File: src/rtl/awgn_sched.sv
// awgn_sched: Box-Muller AWGN sequencer. It loads and steps the URNG, tracks tokens through the fixed-latency datapath and buffers the x0/x1 pairs.
// Defining AWGN_SCHED_CNT_EN adds the 32-bit output-transfer counter port sample_count.
module awgn_sched #(
  parameter int DATA_W     = 16,
  parameter int PIPE_LAT   = 8,
  parameter int FIFO_DEPTH = 32
) (
  input  logic              clk,
  input  logic              reset,
  input  logic              enable,
  input  logic              seed_load,
  output logic              urng_load,
  output logic              urng_step,
  input  logic [DATA_W-1:0] dp_x0,
  input  logic [DATA_W-1:0] dp_x1,
  output logic [DATA_W-1:0] sample_out,
  output logic              sample_valid,
  input  logic              sample_ready,
`ifdef AWGN_SCHED_CNT_EN
  output logic [31:0]       sample_count,
`endif
  output logic              busy
);

  localparam int PW = (FIFO_DEPTH > 1) ? $clog2(FIFO_DEPTH) : 1;
  localparam int CW = PW + 1;
  localparam int IW = $clog2(PIPE_LAT + 1);

  typedef enum logic [1:0] {IDLE, SEED, RUN} state_e;

  state_e              state_q, state_d;
  logic [PIPE_LAT-1:0] tok_q, tok_d;
  logic [IW-1:0]       inflight_q, inflight_d;
  logic [PW-1:0]       wr_ptr_q, wr_ptr_d;
  logic [PW-1:0]       rd_ptr_q, rd_ptr_d;
  logic [CW-1:0]       count_q, count_d;
  logic [DATA_W-1:0]   mem_q [FIFO_DEPTH];

  logic tok_exit;
  logic xfer;
  logic credit_ok;

  // Credit reserves buffer room for every token already in flight, so no pair is ever dropped.
  assign credit_ok    = (int'(count_q) + 2 * int'(inflight_q) + 2) <= FIFO_DEPTH;
  assign tok_exit     = tok_q[PIPE_LAT-1];
  assign sample_valid = (count_q != '0);
  assign xfer         = sample_valid && sample_ready;
  assign sample_out   = sample_valid ? mem_q[rd_ptr_q] : '0;

  always_ff @(posedge clk) begin
    if (reset) begin
      state_q <= IDLE;
    end else begin
      state_q <= state_d;
    end
  end

  always_comb begin
    state_d = state_q;
    case (state_q)
      IDLE: begin
        if (seed_load)   state_d = SEED;
        else if (enable) state_d = RUN;
      end
      SEED:    state_d = enable ? RUN : IDLE;
      RUN: begin
        if (seed_load)                           state_d = SEED;
        else if (!enable && inflight_q == '0)    state_d = IDLE;
      end
      default: state_d = IDLE;
    endcase
  end

  always_comb begin
    urng_load = (state_q == SEED);
    urng_step = (state_q == RUN) && enable && !seed_load && credit_ok;
    busy      = (state_q == SEED) || (inflight_q != '0);
  end

  always_comb begin
    tok_d      = (tok_q << 1) | PIPE_LAT'(urng_step);
    inflight_d = inflight_q + IW'(urng_step) - IW'(tok_exit);
    wr_ptr_d   = tok_exit ? wr_ptr_q + PW'(2) : wr_ptr_q;
    rd_ptr_d   = xfer ? rd_ptr_q + PW'(1) : rd_ptr_q;
    count_d    = count_q + (tok_exit ? CW'(2) : CW'(0)) - CW'(xfer);
    // SEED discards in-flight tokens and flushes the buffer.
    if (state_q == SEED) begin
      tok_d      = '0;
      inflight_d = '0;
      wr_ptr_d   = '0;
      rd_ptr_d   = '0;
      count_d    = '0;
    end
  end

  always_ff @(posedge clk) begin
    if (reset) begin
      tok_q      <= '0;
      inflight_q <= '0;
      wr_ptr_q   <= '0;
      rd_ptr_q   <= '0;
      count_q    <= '0;
    end else begin
      tok_q      <= tok_d;
      inflight_q <= inflight_d;
      wr_ptr_q   <= wr_ptr_d;
      rd_ptr_q   <= rd_ptr_d;
      count_q    <= count_d;
    end
  end

  // wr_ptr is always even, so the pair lands in adjacent slots.
  always_ff @(posedge clk) begin
    if (!reset && tok_exit && state_q != SEED) begin
      mem_q[wr_ptr_q]          <= dp_x0;
      mem_q[wr_ptr_q + PW'(1)] <= dp_x1;
    end
  end

`ifdef AWGN_SCHED_CNT_EN
  logic [31:0] cnt_q, cnt_d;

  always_comb begin
    cnt_d = cnt_q + 32'(xfer);
    if (state_q == SEED) cnt_d = '0;
  end

  always_ff @(posedge clk) begin
    if (reset) begin
      cnt_q <= '0;
    end else begin
      cnt_q <= cnt_d;
    end
  end

  assign sample_count = cnt_q;
`endif

endmodule

File: config.mk
export PLATFORM = sky130hd
export DESIGN_NAME = awgn_sched
export DESIGN_NICKNAME = d
export VERILOG_FILES = /design/src/rtl/awgn_sched.sv
export SDC_FILE = /design/constraint.sdc
export NUM_CORES = 1
export LEC_CHECK = 0
export BUFFER_PORTS_ARGS = -buffer_cell sky130_fd_sc_hd__clkbuf_2
export CAP_MARGIN = 40
export CORE_UTILIZATION = 55
export CTS_BUF_LIST = sky130_fd_sc_hd__clkbuf_8 sky130_fd_sc_hd__clkbuf_16
export CTS_CLUSTER_DIAMETER = 40
export CTS_CLUSTER_SIZE = 24
export DETAILED_ROUTE_END_ITERATION = 10
export PLACE_DENSITY_LB_ADDON = 0.15
export SYNTH_ARGS = -nofsm -noshare
export SYNTH_HDL_FRONTEND = slang
export SYNTH_SLANG_ARGS = --single-unit
File: constraint.sdc
create_clock -name clk -period 4.4 [get_ports clk]
set_input_delay 0.88 -clock clk [delete_from_list [all_inputs] [get_ports clk]]
set_output_delay 0.88 -clock clk [all_outputs]
set_load 0.02 [all_outputs]
## After elaboration in Yosys (flattened, before gate mapping)

Memory sizes are Yosys's and may differ from the RTL's. A register that Yosys moved wholly into a read port is not among the register bits.
Cells that the tools add are included.

| storage, ports and cells | value |
|---|---|
| register bits after elaboration | 30 |
| bits in writable memories | 512 |
| bits of input ports | 37 |
| output and inout bits | 20 |
| memories kept | 1 |

Memories:

| memory | words | bits a word | rd ports | clocked after Yosys merged registers in | wr ports | line | source |
|---|---|---|---|---|---|---|---|
| mem_q | 32 | 16 | 1 | 1 | 2 | 37 | `logic [DATA_W-1:0] mem_q [FIFO_DEPTH];` |

| cells by class | value |
|---|---|
| $add $sub $neg | 9 |
| magnitude comparators | 1 |
| eq/ne operators | 5 |
| mux-type cells | 12 |
| bitwise logic cells | 1 |
| reduce and logical (&&, ||, !) cells | 17 |

Operator list:

| operator | number |
|---|---|
| $mux 16 | 1 |
| $mux 2 | 6 |
| $add 5x1->5 const B | 2 |
| $mux 5 | 2 |
| $add 7x2->8 const B | 1 |
| $le 8x6->1 const B | 1 |
| $or 8x1->8 | 1 |
| $add 6x5->7 | 1 |
| $logic_and 1x1->1 | 7 |
| $add 6x2->6 | 1 |
| $ne 3x3->1 const B | 2 |
| $pmux 2 s3 | 1 |
| $reduce_bool 6->1 | 1 |
| $sub 6x1->6 | 1 |
| $add 5x2->5 const B | 1 |
| $add 4x1->4 | 1 |
| $logic_not 4->1 | 1 |
| $reduce_bool 4->1 | 1 |
| $sub 4x1->4 | 1 |
| $logic_not 1->1 | 3 |
| $eq 2x1->1 const B | 1 |
| $eq 2x2->1 const B | 1 |
| $logic_not 2->1 | 1 |
| $mux 1 | 2 |
| 4 further kinds | 4 |

## Logic depth before layout (Yosys ltp)

| logic depth | value |
|---|---|
| word-level depth | 6 |
| depth in mapped cells | 14 |
| depth with buffers taken out | 14 |

## Worst setup path after synthesis

No wires, ideal clock.

| path | value |
|---|---|
| path kind | input port to flip-flop |
| from | in reset |
| to | mem mem_q[0][0], enable pin |
| setup time | 0.461 ns |
| arrival time | 3.966 ns |
| setup slack | -0.027 ns |
| cell stages on the path | 4 |
| buffers on the path | 1 |
| cells stage by stage | or2_2 -> buf_2 -> or4_4 -> nor3_1 |

RTL lines:

| item | line | source |
|---|---|---|
| start: declaration | 9 | `input logic reset,` |
| end: declaration | 37 |  |

## Worst setup path in the final report

| path | value |
|---|---|
| from | reg inflight_q[1] |
| to | out urng_step |

| on the way | value |
|---|---|
| word-level cells in the longest chain between the ends | 4 |

Ends and longest elaborated chain:

| item | line | source |
|---|---|---|
| start: declaration | 33 | `logic [IW-1:0] inflight_q, inflight_d;` |
| start signal: assignment | 105 | `inflight_q <= inflight_d;` |
| $add 6x5->7 | 44 | `assign credit_ok = (int'(count_q) + 2 * int'(inflight_q) + 2) <= FIFO_DEPTH;` |
| $add 7x2->8 | 44 |  |
| $le 8x6->1 | 44 |  |
| $logic_and 1x1->1 | 76 | `urng_step = (state_q == RUN) && enable && !seed_load && credit_ok;` |
| end: declaration | 13 | `output logic urng_step,` |

Every way passes these cells.

==> results.cfg <==
[cts]
tritoncts = done
clk_latency_ps = 590
cts_root_buf = clkbuf_16
cts-resized-gates = 0
cts_num_sinks = 546
clk_pin_slew_ps = 50
clockBufferDepth = 3
cts-buffers-inserted = 68
postCtsSetupBuffers = 0
htreeDepth = 3
hold_buffers = 0

[global_routing]
antenna_found_initial = 2
grt_max_degree = 51
grt_pass1_vias = 10814
grt_usage = 0.238
grt_overflow = 0
grt_pass1_wl_mm = 67.2

[placement]
dp_hpwl_mm = 25.1
pre_cts_slack_ps = 1060
gp_congestion = 0.750
dp.cells = 1571
port_buffers = 56

[critical_path]
critPathKind = register to output port
cp_data_required_time_ps = 3520
crit_path_end_kind = output port
r2r_cells = 12
reg2reg_slack_ps = 1120
r2r-end = inflight_q[2]$_SDFF_PP0_
arrival_ps = 3050
startpoint = inflight_q[1]$_SDFF_PP0_
timing.rr.start = inflight_q[1]$_SDFF_PP0_
path_max_fanout = 5
cp-start-kind = register

[floorplanning]
boundaryPins = 57
fp.dieH_microns = 199
die_area_sq_um = 39700
start_util = 0.563
std_cell_rows = 71
die_x_microns = 199
core-area_sq_um = 38000

[worst_hold_path]
holdPathStages = 1
hold_class = register to register
holdCritStartpoint = tok_q[4]$_SDFF_PP0_
min_to = tok_q[5]$_SDFF_PP0_

[cells_and_area]
area_delta_synth_final_pct = 15.8
final_nets = 1193
final_layout_size_suffix_gt1_frac = 0.278
antenna_cells = 0
fin_cells = 1696
multi_input_area_sq_um = 5000
seq_area_sq_um = 16100
nFillCells = 2563

[drt]
ant_nets = 0
num_vias = 10272
drt_wl_total_mm = 44.7
drc = 0
first_iter_violations = 913
dr.pass1.iters = 5
post_drt_wl_per_cell_microns = 26.3
viasPerCell = 6.06

[synth]
syn_avg_cell_area_sq_um = 21.1
synthesis.nets = 1080
yosysSeqAreaShare = 0.750
synth_top_cells_by_area = edfxtp_1 (72%), mux4_2 (9.1%), dfxtp_1 (3.2%), mux4_1 (3.1%), mux2i_1 (3.0%)
synth_cell_types = 49
synth_top_area_share = 0.718
synthCells = 1017
synth_largest_area_cell = edfxtp_1
ys.flop_type = edfxtp_1
synth-seq-cells = 546
syn-cell-area_sq_um = 21400
yosys-top-cells-count = edfxtp_1 (512), mux4_2 (87), mux2i_1 (65)
yosysMostFrequentCell = edfxtp_1
synth_edf_count = 512
ys_async_sr_fraction = 0
yosys_warnings = 0

[sta]
fin_worst_skew_ps = 28.8
finalSetupViolations = 0
period_share = 0.892
setup_slack_ps = 474
period_needed_ps = 3930
maxSlewViolCount = 0
relSlewSlack = 0.479
rsz0062_at_grt = false
max_freq_ghz = 0.255
hold_viol = 0
tightest_slew_ps = 781
finalSetupTns_ps = 0

[pwr]
p_leak_nw = 8.01
irDropWorstVdd_uv = 431
p_per_area_nw_per_um2 = 517

[flow_run]
cap_viol_max_count = 0

[run_status]
outcome = completed
worst max-delay path: stages (launching register included):
cell and delay (ps):
dfxtp_1 460, ha_1 290, ha_1 220, fa_1 460
xnor2_1 170, nand4_1 140, a221oi_1 360, o211a_1 210
clkbuf_2 170
power breakdown:
part | total (mW) | internal (mW) | leakage (nW) | switching, mW
clock | 5.56 | 3.29 | 1.12 | 2.27
sequential | 5.77 | 5.71 | 4.88 | 0.0683
combinational | 1.51 | 0.643 | 2.01 | 0.863
sequential cells by signal, summed over array words and instances, names as in the netlist, named ones only:
register,count
mem_q,512
tok_q,8
wr_ptr_q,4
count_q,6
state_q,2
inflight_q,4
rd_ptr_q,5
how the worst max path moves through the flow:
stage | to | slack (ps) | depth (start not counted)
4_1_cts | urng_step | 440 | 8
6_report | urng_step | 470 | 8
2_1_floorplan | mem_q[16][0]$_DFFE_PP_ | 440 | 3
5_1_grt | urng_step | 260 | 8
3_3_place_gp | sample_out[14] | 1040 | 6
3_5_place_dp | sample_out[11] | 1060 | 6
per-layer routing:
layer | up-vias | share of wire | GRT usage
met5 | - | 0.00069 | 0
met4 | 4 | 0.033 | 0.0925
met3 | 105 | 0.064 | 0.0516
met2 | 364 | 0.49 | 0.384
met1 | 5298 | 0.41 | 0.319
li1 | 4501 | - | -
per-stage QoR:
stage / util / area (sq um) / hold slack, ps / total power [mW]
6_report: 0.653 / 24800 / 419 / 12.8
4_1_cts: 0.653 / 24800 / 424 / 13.0
5_1_grt: 0.653 / 24800 / 440 / 13.3
2_1_floorplan: - / 21400 / 406 / 6.95
3_3_place_gp: 0.592 / 22500 / 409 / 7.39
3_5_place_dp: 0.592 / 22500 / 417 / 7.41
cells by family (layout without fill, tap and decap cells):
group,count (synthesis),after routing,synth area share
compound gates,93,93,0.0324
fa+ha+maj,26,26,0.0162
mux,177,177,0.153
flops,546,546,0.750
xor+xnor,11,11,0.00450
buf+inv,74,242,0.0230
simple gates,90,90,0.0218
layout make-up:
class	instances	share of cell area
clock buffer	70	0.0706
clock inverter	55	0.0228
inverter	21	0.00318
multi-input combinational	397	0.202
sequential	546	0.647
tap	511	0.0258
timing repair buffer	96	0.0284
layout by cell type (no fill, tap or decap), drive strengths merged, types with 2 or more instances in the layout:
| cell type | Yosys | routed |
|---|---|---|
| a21o | 3 | 3 |
| a21oi | 6 | 6 |
| a221o | 16 | 16 |
| a221oi | 13 | 13 |
| a22oi | 16 | 16 |
| a31oi | 17 | 17 |
| and2 | 14 | 14 |
| buf | 40 | 40 |
| bufinv | 0 | 5 |
| clkbuf | 13 | 126 |
| clkinv | 0 | 24 |
| clkinvlp | 0 | 8 |
| dfxtp | 34 | 34 |
| edfxtp | 512 | 512 |
| fa | 3 | 3 |
| ha | 23 | 23 |
| inv | 21 | 39 |
| mux2i | 65 | 65 |
| mux4 | 112 | 112 |
| nand2 | 13 | 13 |
| nand2b | 3 | 3 |
| nand3 | 2 | 2 |
| nand4 | 5 | 5 |
| nand4b | 2 | 2 |
| nor2 | 33 | 33 |
| nor2b | 5 | 5 |
| nor3 | 6 | 6 |
| o2111ai | 4 | 4 |
| o21ai | 14 | 14 |
| xnor2 | 5 | 5 |
| xor2 | 6 | 6 |
Note: power is estimated with default switching activity, not from simulation.
